<file path="config.mk">
export PLATFORM = sky130hd
export DESIGN_NAME = if_fetch_unit
export DESIGN_NICKNAME = d
export VERILOG_FILES = /design/src/rtl/if_fetch_unit.sv
export SDC_FILE = /design/constraint.sdc
export NUM_CORES = 1
export LEC_CHECK = 0
export ABC_AREA = 1
export ABC_CLOCK_PERIOD_IN_PS = 2000
export CORE_MARGIN = 2
export CORE_UTILIZATION = 30
export CTS_CLUSTER_SIZE = 40
export DETAILED_ROUTE_END_ITERATION = 12
export GPL_TIMING_DRIVEN = 0
export SETUP_SLACK_MARGIN = 0.4
export SLEW_MARGIN = 5
export SYNTH_ARGS = -nofsm -noshare
export SYNTH_HDL_FRONTEND = slang
export SYNTH_SLANG_ARGS = --single-unit
</file>
<file path="constraint.sdc">
create_clock -name clk_i -period 2 [get_ports clk_i]
set_input_delay 0.3 -clock clk_i [delete_from_list [all_inputs] [get_ports clk_i]]
set_output_delay 0.3 -clock clk_i [all_outputs]
set_load 0.02 [all_outputs]
</file>
<file path="src/rtl/if_fetch_unit.sv">
`default_nettype none
// +--------------------------------------------------------------------------+
// | if_fetch_unit: instruction fetch stage (PC, icache requests, IF/ID feed)  |
// | Optional FETCH_PERF_EN adds saturating fetch / miss-cycle counters.       |
// | Rev 1.0                                                                  |
// +--------------------------------------------------------------------------+
module if_fetch_unit #(
    parameter logic [31:0] RESET_PC = 32'h0000_0000
) (
    input  logic        clk_i,
    input  logic        rst_i,
    input  logic        stall_i,
    input  logic        redirect_i,
    input  logic [31:0] redirect_pc_i,
    output logic        imem_req_o,
    output logic [31:0] imem_addr_o,
    input  logic        imem_ack_i,
    input  logic [31:0] imem_data_i,
    output logic [31:0] pc_o,
    output logic [31:0] instruction_o,
    output logic        imembubble_o
`ifdef FETCH_PERF_EN
    ,
    output logic [31:0] perf_fetch_o,
    output logic [31:0] perf_miss_o
`endif
);

    localparam logic [2:0] C_ST_IDLE  = 3'd0;
    localparam logic [2:0] C_ST_RUN   = 3'd1;
    localparam logic [2:0] C_ST_MISS  = 3'd2;
    localparam logic [2:0] C_ST_HOLD  = 3'd3;
    localparam logic [2:0] C_ST_DRAIN = 3'd4;

    logic [2:0]  state_q,  state_d;
    logic [31:0] pc_q,     pc_d;
    logic [31:0] hold_q,   hold_d;
    logic [31:0] target_q, target_d;

    logic [31:0] w_redir_pc;
    logic [31:0] w_pc_inc;
    logic        w_unused_bits;

    assign w_redir_pc    = {redirect_pc_i[31:2], 2'b00};
    assign w_pc_inc      = pc_q + 32'd4;
    assign w_unused_bits = ^redirect_pc_i[1:0];

    always_ff @(posedge clk_i) begin
        if (!rst_i) begin
            state_q  <= C_ST_IDLE;
            pc_q     <= RESET_PC;
            hold_q   <= 32'h0;
            target_q <= 32'h0;
        end else begin
            state_q  <= state_d;
            pc_q     <= pc_d;
            hold_q   <= hold_d;
            target_q <= target_d;
        end
    end

    always_comb begin
        state_d  = state_q;
        pc_d     = pc_q;
        hold_d   = hold_q;
        target_d = target_q;
        case (state_q)
            C_ST_IDLE: begin
                state_d = C_ST_RUN;
                if (redirect_i) pc_d = w_redir_pc;
            end
            C_ST_RUN, C_ST_MISS: begin
                if (redirect_i) begin
                    // Without an ack the request is still in flight and must complete first.
                    if (imem_ack_i) begin
                        pc_d    = w_redir_pc;
                        state_d = C_ST_RUN;
                    end else begin
                        target_d = w_redir_pc;
                        state_d  = C_ST_DRAIN;
                    end
                end else if (imem_ack_i) begin
                    if (stall_i) begin
                        hold_d  = imem_data_i;
                        state_d = C_ST_HOLD;
                    end else begin
                        pc_d    = w_pc_inc;
                        state_d = C_ST_RUN;
                    end
                end else begin
                    state_d = C_ST_MISS;
                end
            end
            C_ST_HOLD: begin
                if (redirect_i) begin
                    pc_d    = w_redir_pc;
                    state_d = C_ST_RUN;
                end else if (!stall_i) begin
                    pc_d    = w_pc_inc;
                    state_d = C_ST_RUN;
                end
            end
            C_ST_DRAIN: begin
                if (imem_ack_i) begin
                    pc_d    = redirect_i ? w_redir_pc : target_q;
                    state_d = C_ST_RUN;
                end else if (redirect_i) begin
                    target_d = w_redir_pc;
                end
            end
            default: state_d = C_ST_IDLE;
        endcase
    end

    always_comb begin
        imem_req_o    = 1'b0;
        instruction_o = 32'h0;
        imembubble_o  = 1'b1;
        case (state_q)
            C_ST_RUN, C_ST_MISS: begin
                imem_req_o = 1'b1;
                if (imem_ack_i && !redirect_i) begin
                    instruction_o = imem_data_i;
                    imembubble_o  = 1'b0;
                end
            end
            C_ST_HOLD: begin
                if (!redirect_i) begin
                    instruction_o = hold_q;
                    imembubble_o  = 1'b0;
                end
            end
            C_ST_DRAIN: imem_req_o = 1'b1;
            default: ;
        endcase
    end

    assign imem_addr_o = pc_q;
    assign pc_o        = pc_q;

`ifdef FETCH_PERF_EN
    logic [31:0] perf_fetch_q;
    logic [31:0] perf_miss_q;
    logic        w_accept;
    logic        w_miss_cycle;

    assign w_accept     = !imembubble_o && !stall_i && !redirect_i;
    assign w_miss_cycle = (state_q == C_ST_MISS) || (state_q == C_ST_DRAIN);

    always_ff @(posedge clk_i) begin
        if (!rst_i) begin
            perf_fetch_q <= 32'h0;
            perf_miss_q  <= 32'h0;
        end else begin
            if (w_accept && (perf_fetch_q != 32'hFFFF_FFFF))
                perf_fetch_q <= perf_fetch_q + 32'd1;
            if (w_miss_cycle && (perf_miss_q != 32'hFFFF_FFFF))
                perf_miss_q <= perf_miss_q + 32'd1;
        end
    end

    assign perf_fetch_o = perf_fetch_q;
    assign perf_miss_o  = perf_miss_q;
`endif

endmodule
`default_nettype wire

</file>
==> Word-level counts from Yosys, hierarchy flattened <==
Index checks and enable logic that the tools add are counted.
{ "classes": {"reduce_logical": 11, "mux": 28, "bitwise": 1, "n_addsub": 1, "n_eq_ne": 11} }
{ "ops": {"columns": ["operator", "n"], "rows": [
  ["$mux 32", 13],
  ["$pmux 32 s2", 2],
  ["$pmux 32 s4", 1],
  ["$add 32x3->32 const B", 1],
  ["$mux 3", 6],
  ["$ne 2x2->1 const B", 6],
  ["$pmux 3 s4", 1],
  ["$reduce_and 4->1", 3],
  ["$eq 3x2->1 const B", 2],
  ["$reduce_bool 4->1", 1],
  ["$eq 3x1->1 const B", 1],
  ["$eq 3x3->1 const B", 1],
  ["$logic_not 3->1", 1],
  ["$mux 1", 3],
  ["$ne 3x3->1 const B", 1],
  ["$reduce_or 3->1", 1],
  ["$mux 2", 1],
  ["$pmux 1 s2", 1],
  ["$reduce_and 2->1", 1],
  ["$reduce_bool 2->1", 1],
  ["$reduce_or 2->1", 1],
  ["$logic_and 1x1->1", 1],
  ["$logic_not 1->1", 1],
  ["$not 1->1", 1]
]} }
{ "word_totals": {"regBits": 99, "wordCells": 56, "in_bits": 69, "out_inout_bits": 98} }

==> Depth between registers and ports, before layout <==
{ "logic_depth": {"ltp_word": 5, "mapped_depth": 12, "mapped_depth_nobuf": 12} }

==> Worst setup path before layout <==
Ideal clock, no wire load.
{ "synth_timing": {"path_kind": "input to output", "startpoint": "input port redirect_i", "endpoint": "output port instruction_o[31]", "path_stages": 6, "required_ps": 1700, "path_buffers": 3, "slack_ps": 133, "arrival_ps": 1567, "cell_sequence": "buf_2 -> inv_2 -> buf_2 -> buf_1 -> nand3_1 -> o21ai_0"} }
{ "synth_between": {"elab_chain_cells": 4, "word_cells_on_any_way": 5, "classes_between": "mux: 3; reduce/logical: 2"} }
{ "synth_lines": {"columns": ["element", "line", "text"], "rows": [
  ["start: declaration", "13", "input logic redirect_i,"],
  ["$logic_not 1->1", null, null],
  ["$logic_and 1x1->1", "122", "if (imem_ack_i && !redirect_i) begin"],
  ["$mux 32", "122", null],
  ["$pmux 32 s2 *", "119", "case (state_q)"],
  ["end: declaration", "20", "output logic [31:0] instruction_o,"]
]} }
Every way passes the cells marked *; elsewhere a longest branch is shown, timed or not.

==> Worst setup path after layout <==
{ "layout_timing": {"startpoint": "register state_q[0]", "endpoint": "output port instruction_o[9]"} }
{ "layout_between": {"elab_chain_cells": 3, "word_cells_on_any_way": 5, "classes_between": "eq/ne: 3; mux: 1; reduce/logical: 1"} }
{ "layout_lines": {"columns": ["element", "line", "text"], "rows": [
  ["start: declaration", "35", "logic [2:0] state_q, state_d;"],
  ["start signal: assignment", "55", "state_q <= state_d;"],
  ["$eq 3x1->1 or $eq 3x2->1 (tied branches)", "119", null],
  ["$reduce_or 2->1", "119", null],
  ["$pmux 32 s2 *", "119", null]
]} }
Marked as above.

==> results.md <==
* Run status: finished clean
* Row count at 52
* Mean number of vias per cell at between 5 and 6
* Switching pwr at ~2500 uW
* Mapped Cells at ~1000
* Setup_tns at 0 ns
* Wire length per cell at around 17 um
* Area Overhead vs Synth at 71.08%
* Detailed placement HPWL at roughly 18000 um
* 1st-iter DRT viols at roughly 550
* Pin count of the biggest net entering global routing at 19
* Die area at approximately 22000 um^2
* Total Power at between 6000 and 7000 uW
* I/O pins at around 170
* Critical path's top delay family: flip-flops
* Placer congestion estimate at roughly 0.95
* Met2 WL post-DR at 12440 um
* Die width at about 150 um
* HP Class: input pin to flip-flop
* Vias at ~8000
* Die Y at between 100 and 150 um
* Crit path required time at roughly 1.7 ns
* Synth area leaders: dfxtp_1 (32%), nand2_1 (19%), nor2_1 (8.7%), o21ai_0 (8.7%), nand3_1 (6.7%)
* Avg Inst Size Synth at approximately 6.0 um^2
* Fin Hold WS at about 0.38 ns
* IO buf count at 161
* # DRC at 0
* Final Slew Violations at 0
* Fmax at 537.2 MHz
* Clock transition at path regs at 0.07 ns
* H-tree depth at 3
* CP Cell Sequence: nor2_4 -> nor2_4 -> nand2_4 -> clkbuf_16 -> o21ai_4 -> buf_6
* Internal power at 4444 uW
* Initial core utilization at 30.79%
* Wire length on met3 at between 1500 and 2000 um
* Syn nets at around 1100
* CP Class: flip-flop to output port
* Skew final at between 0.009 and 0.01 ns
* Maximum vdd drop at between 0.4 and 0.5 mV
* Final Non-Filler Cells at 1560
* Vias in the first global route at around 7700
* Worst slew pin tran at a little over 0.8 ns
* First-pass GRT wire length at about 40000 um
* Setup crit start kind: flip-flop
* Yosys warns at 0
* Worst endpoint data arrival time at approximately 1.6 ns
* Antenna violations before repair at 0
* Power per standard cell area at 645.7 nW/um^2
* Sequential share of power at a little over a third
* Slew Limit Headroom at 45.10%
* WP buf/inv at 2
* Yosys top cell area share at between 30% and 40%
* Clock Tree Buf Depth at 2
* CP Max Fanout at 10
* Combinational Power Share at between 30% and 40%
* Wl on met1 at 11350 um
* Final period utilization at between 90% and 100%
* Filler cell count at 1939
* Worst-Skew Late Latency at around 0.36 ns
* Switching Fraction at roughly 36%
* Root buffer cell: clkbuf_16
* Synth Register Bits at between 90 and 100
* Finish-stage setup viols at 0
* Cell mode on critical path: nor2_4
* Clk pwr share at between 20% and 30%
* Net count, final at approximately 1400
* Ant. Diodes at 0
* Distinct cells, synth at 28
* Setup crit end kind: output port
* Tmin final at 1.862 ns
* Max_cap viols at 0
* Hold Buf Count CTS at 0
* Total grt overflow at 0
* Detailed Routing Iterations Pass 1 at 5
* Fraction of layout cells with a size suffix above 1 at 33.33%
* RSZ-0062 raised after global routing: yes
* Leading area contributor after synthesis: dfxtp_1
* Routed WL at 26470 um
* Seq/Total Area, Yosys at between 30% and 40%
* Gr usage total at roughly 23%
* Clock sink total at 99
* CP max-delay cell: dfxtp_4
* Placed Cells at 1480
* Core ar. at 20430 um^2
* Slowest stage delay, CP at approximately 0.38 ns
* Antenna viol nets, final at 0
* Mapped cell area at approximately 6300 um^2
* Top layer reached by signal wires: met4
* CTS Buf Count at 9
* Leakage power at 0.004552 uW
* CTS tree: built
* Final hold violations at 0
-- metrics by stage --
stage	cell area [um^2]	util [%]	worst slack, ns
CTS	9905	48.48	0.1316
finish	10760	52.68	0.1384
global placement	8372	40.98	-0.7504
detailed placement	8372	40.98	-0.7240
global route	10760	52.68	0.06785
floorplan	6422	-	0.3250
-- layer usage --
metal / vias to the layer above / global-route usage, %
met5: - / 0
met4: 0 / 7.619
met3: 55 / 4.343
met2: 310 / 38.56
met1: 3734 / 29.05
li1: 3928 / -
-- final timing paths --
check / startpoint / endpoint / slack [ns] / cells past startpoint
hold reg to reg: target_q[1]$_SDFFE_PN0P_ / target_q[1]$_SDFFE_PN0P_ / 0.47 / 2
setup / recovery: state_q[0]$_SDFFE_PN0P_ / instruction_o[9] / 0.14 / 6
hold / removal: imem_ack_i / state_q[0]$_SDFFE_PN0P_ / 0.38 / 3
setup reg to reg: state_q[0]$_SDFFE_PN0P_ / target_q[30]$_SDFFE_PN0P_ / 0.16 / 11
-- layout by cell type, fill, tap and decap left out, types with 3 or more instances in the layout --
| cell | Yosys | final |
|---|---|---|
| nand2_1 | 315 | 307 |
| nor2_1 | 146 | 88 |
| o21ai_2 | 0 | 79 |
| nand3_1 | 84 | 69 |
| dfxtp_1 | 99 | 66 |
| dlygate4sd2_1 | 0 | 64 |
| buf_4 | 40 | 63 |
| clkdlybuf4s50_1 | 0 | 63 |
| buf_6 | 0 | 45 |
| o21ai_0 | 109 | 42 |
| nor2_2 | 3 | 39 |
| o21ai_1 | 56 | 34 |
| a21oi_1 | 43 | 34 |
| a31oi_1 | 31 | 31 |
| inv_1 | 33 | 28 |
| nor2_4 | 2 | 24 |
| dfxtp_2 | 0 | 22 |
| buf_8 | 0 | 21 |
| clkbuf_1 | 39 | 18 |
| clkbuf_16 | 0 | 17 |
| buf_12 | 0 | 13 |
| o21ai_4 | 1 | 11 |
| dfxtp_4 | 0 | 11 |
| a21oi_2 | 0 | 9 |
| clkbuf_4 | 0 | 8 |
| nand3_2 | 0 | 8 |
| nand3_4 | 1 | 8 |
| nand2_4 | 1 | 6 |
| clkbuf_2 | 0 | 6 |
| xor2_1 | 6 | 6 |
| buf_16 | 0 | 6 |
| inv_4 | 0 | 5 |
| inv_2 | 7 | 5 |
| or2_2 | 4 | 4 |
| buf_2 | 13 | 3 |
| inv_8 | 0 | 3 |
| nand2_2 | 0 | 3 |
-- flip-flops by register name, indices dropped and copies added, names as in the netlist --
| name | cells |
|---|---|
| hold_q | 32 |
| imem_addr_o | 32 |
| target_q | 32 |
| state_q | 3 |
-- area by class of cell --
class,instances,area [um^2],area share (%)
Clock buffer,9,225.2,2.093
Tap cell,270,337.8,3.139
Buffer,97,872.1,8.103
Sequential cell,99,2051,19.05
Clock inverter,7,107.6,0.9998
Inverter,40,182.7,1.697
Multi-Input combinational cell,814,4543,42.21
Timing Repair Buffer,224,2444,22.70
-- logic make-up after synthesis --
group	after synthesis	synth area share (%)
AOI/OAI and AO/OA	245	20.47
buffers and inverters	137	10.82
xor gates and xnor gates	6	0.8353
DFF	99	31.50
and+or+nand+nor	561	36.18
adders and majority gates	1	0.1989
-- worst register-to-register path, cell delays in order (launching register included) --
cell and delay [ns]:
dfxtp_4 0.38, nor2_4 0.05, nor2_4 0.14, nand2_4 0.13
buf_6 0.15, buf_6 0.12, o21ai_4 0.18, buf_12 0.14
buf_16 0.11, buf_8 0.13, o21ai_1 0.07, a31oi_1 0.17
-- power groups by stage --
stage | clock, uW | combinational (uW) | sequential, uW
after detailed placement | 0 | 1910 | 2410
final | 2030 | 2490 | 2430
after CTS | 2050 | 2170 | 2400
after floorplan | 0 | 1040 | 2440
after global routing | 2120 | 2660 | 2450
after global placement | 0 | 1900 | 2410
-- Yosys cell counts --
cell and n:
o21ai_1 56, nand3b_1 2, inv_1 33, o22ai_1 1
nand3_1 84, nor3_1 3, o21a_1 1, inv_2 7
nor2_2 3, ha_1 1, nor2_1 146, o21ai_4 1
a31oi_1 31, nand2_4 1, buf_4 40, dfxtp_1 99
buf_2 13, or2_2 4, nor2_4 2, buf_1 5
a21oi_1 43, o21bai_1 1, o21ai_0 109, o211ai_1 2
nand2_1 315, xor2_1 6, clkbuf_1 39, nand3_4 1
-- repair_timing --
item                                    CTS  global route
buffers inserted                         34            10
endpoints found under the setup margin  190           131
resized for setup                       489           205
pin swaps                                14            54
hold endpoints to repair                  0             0
gates cloned                             15             5
Note: power is estimated with default switching activity, not from simulation.
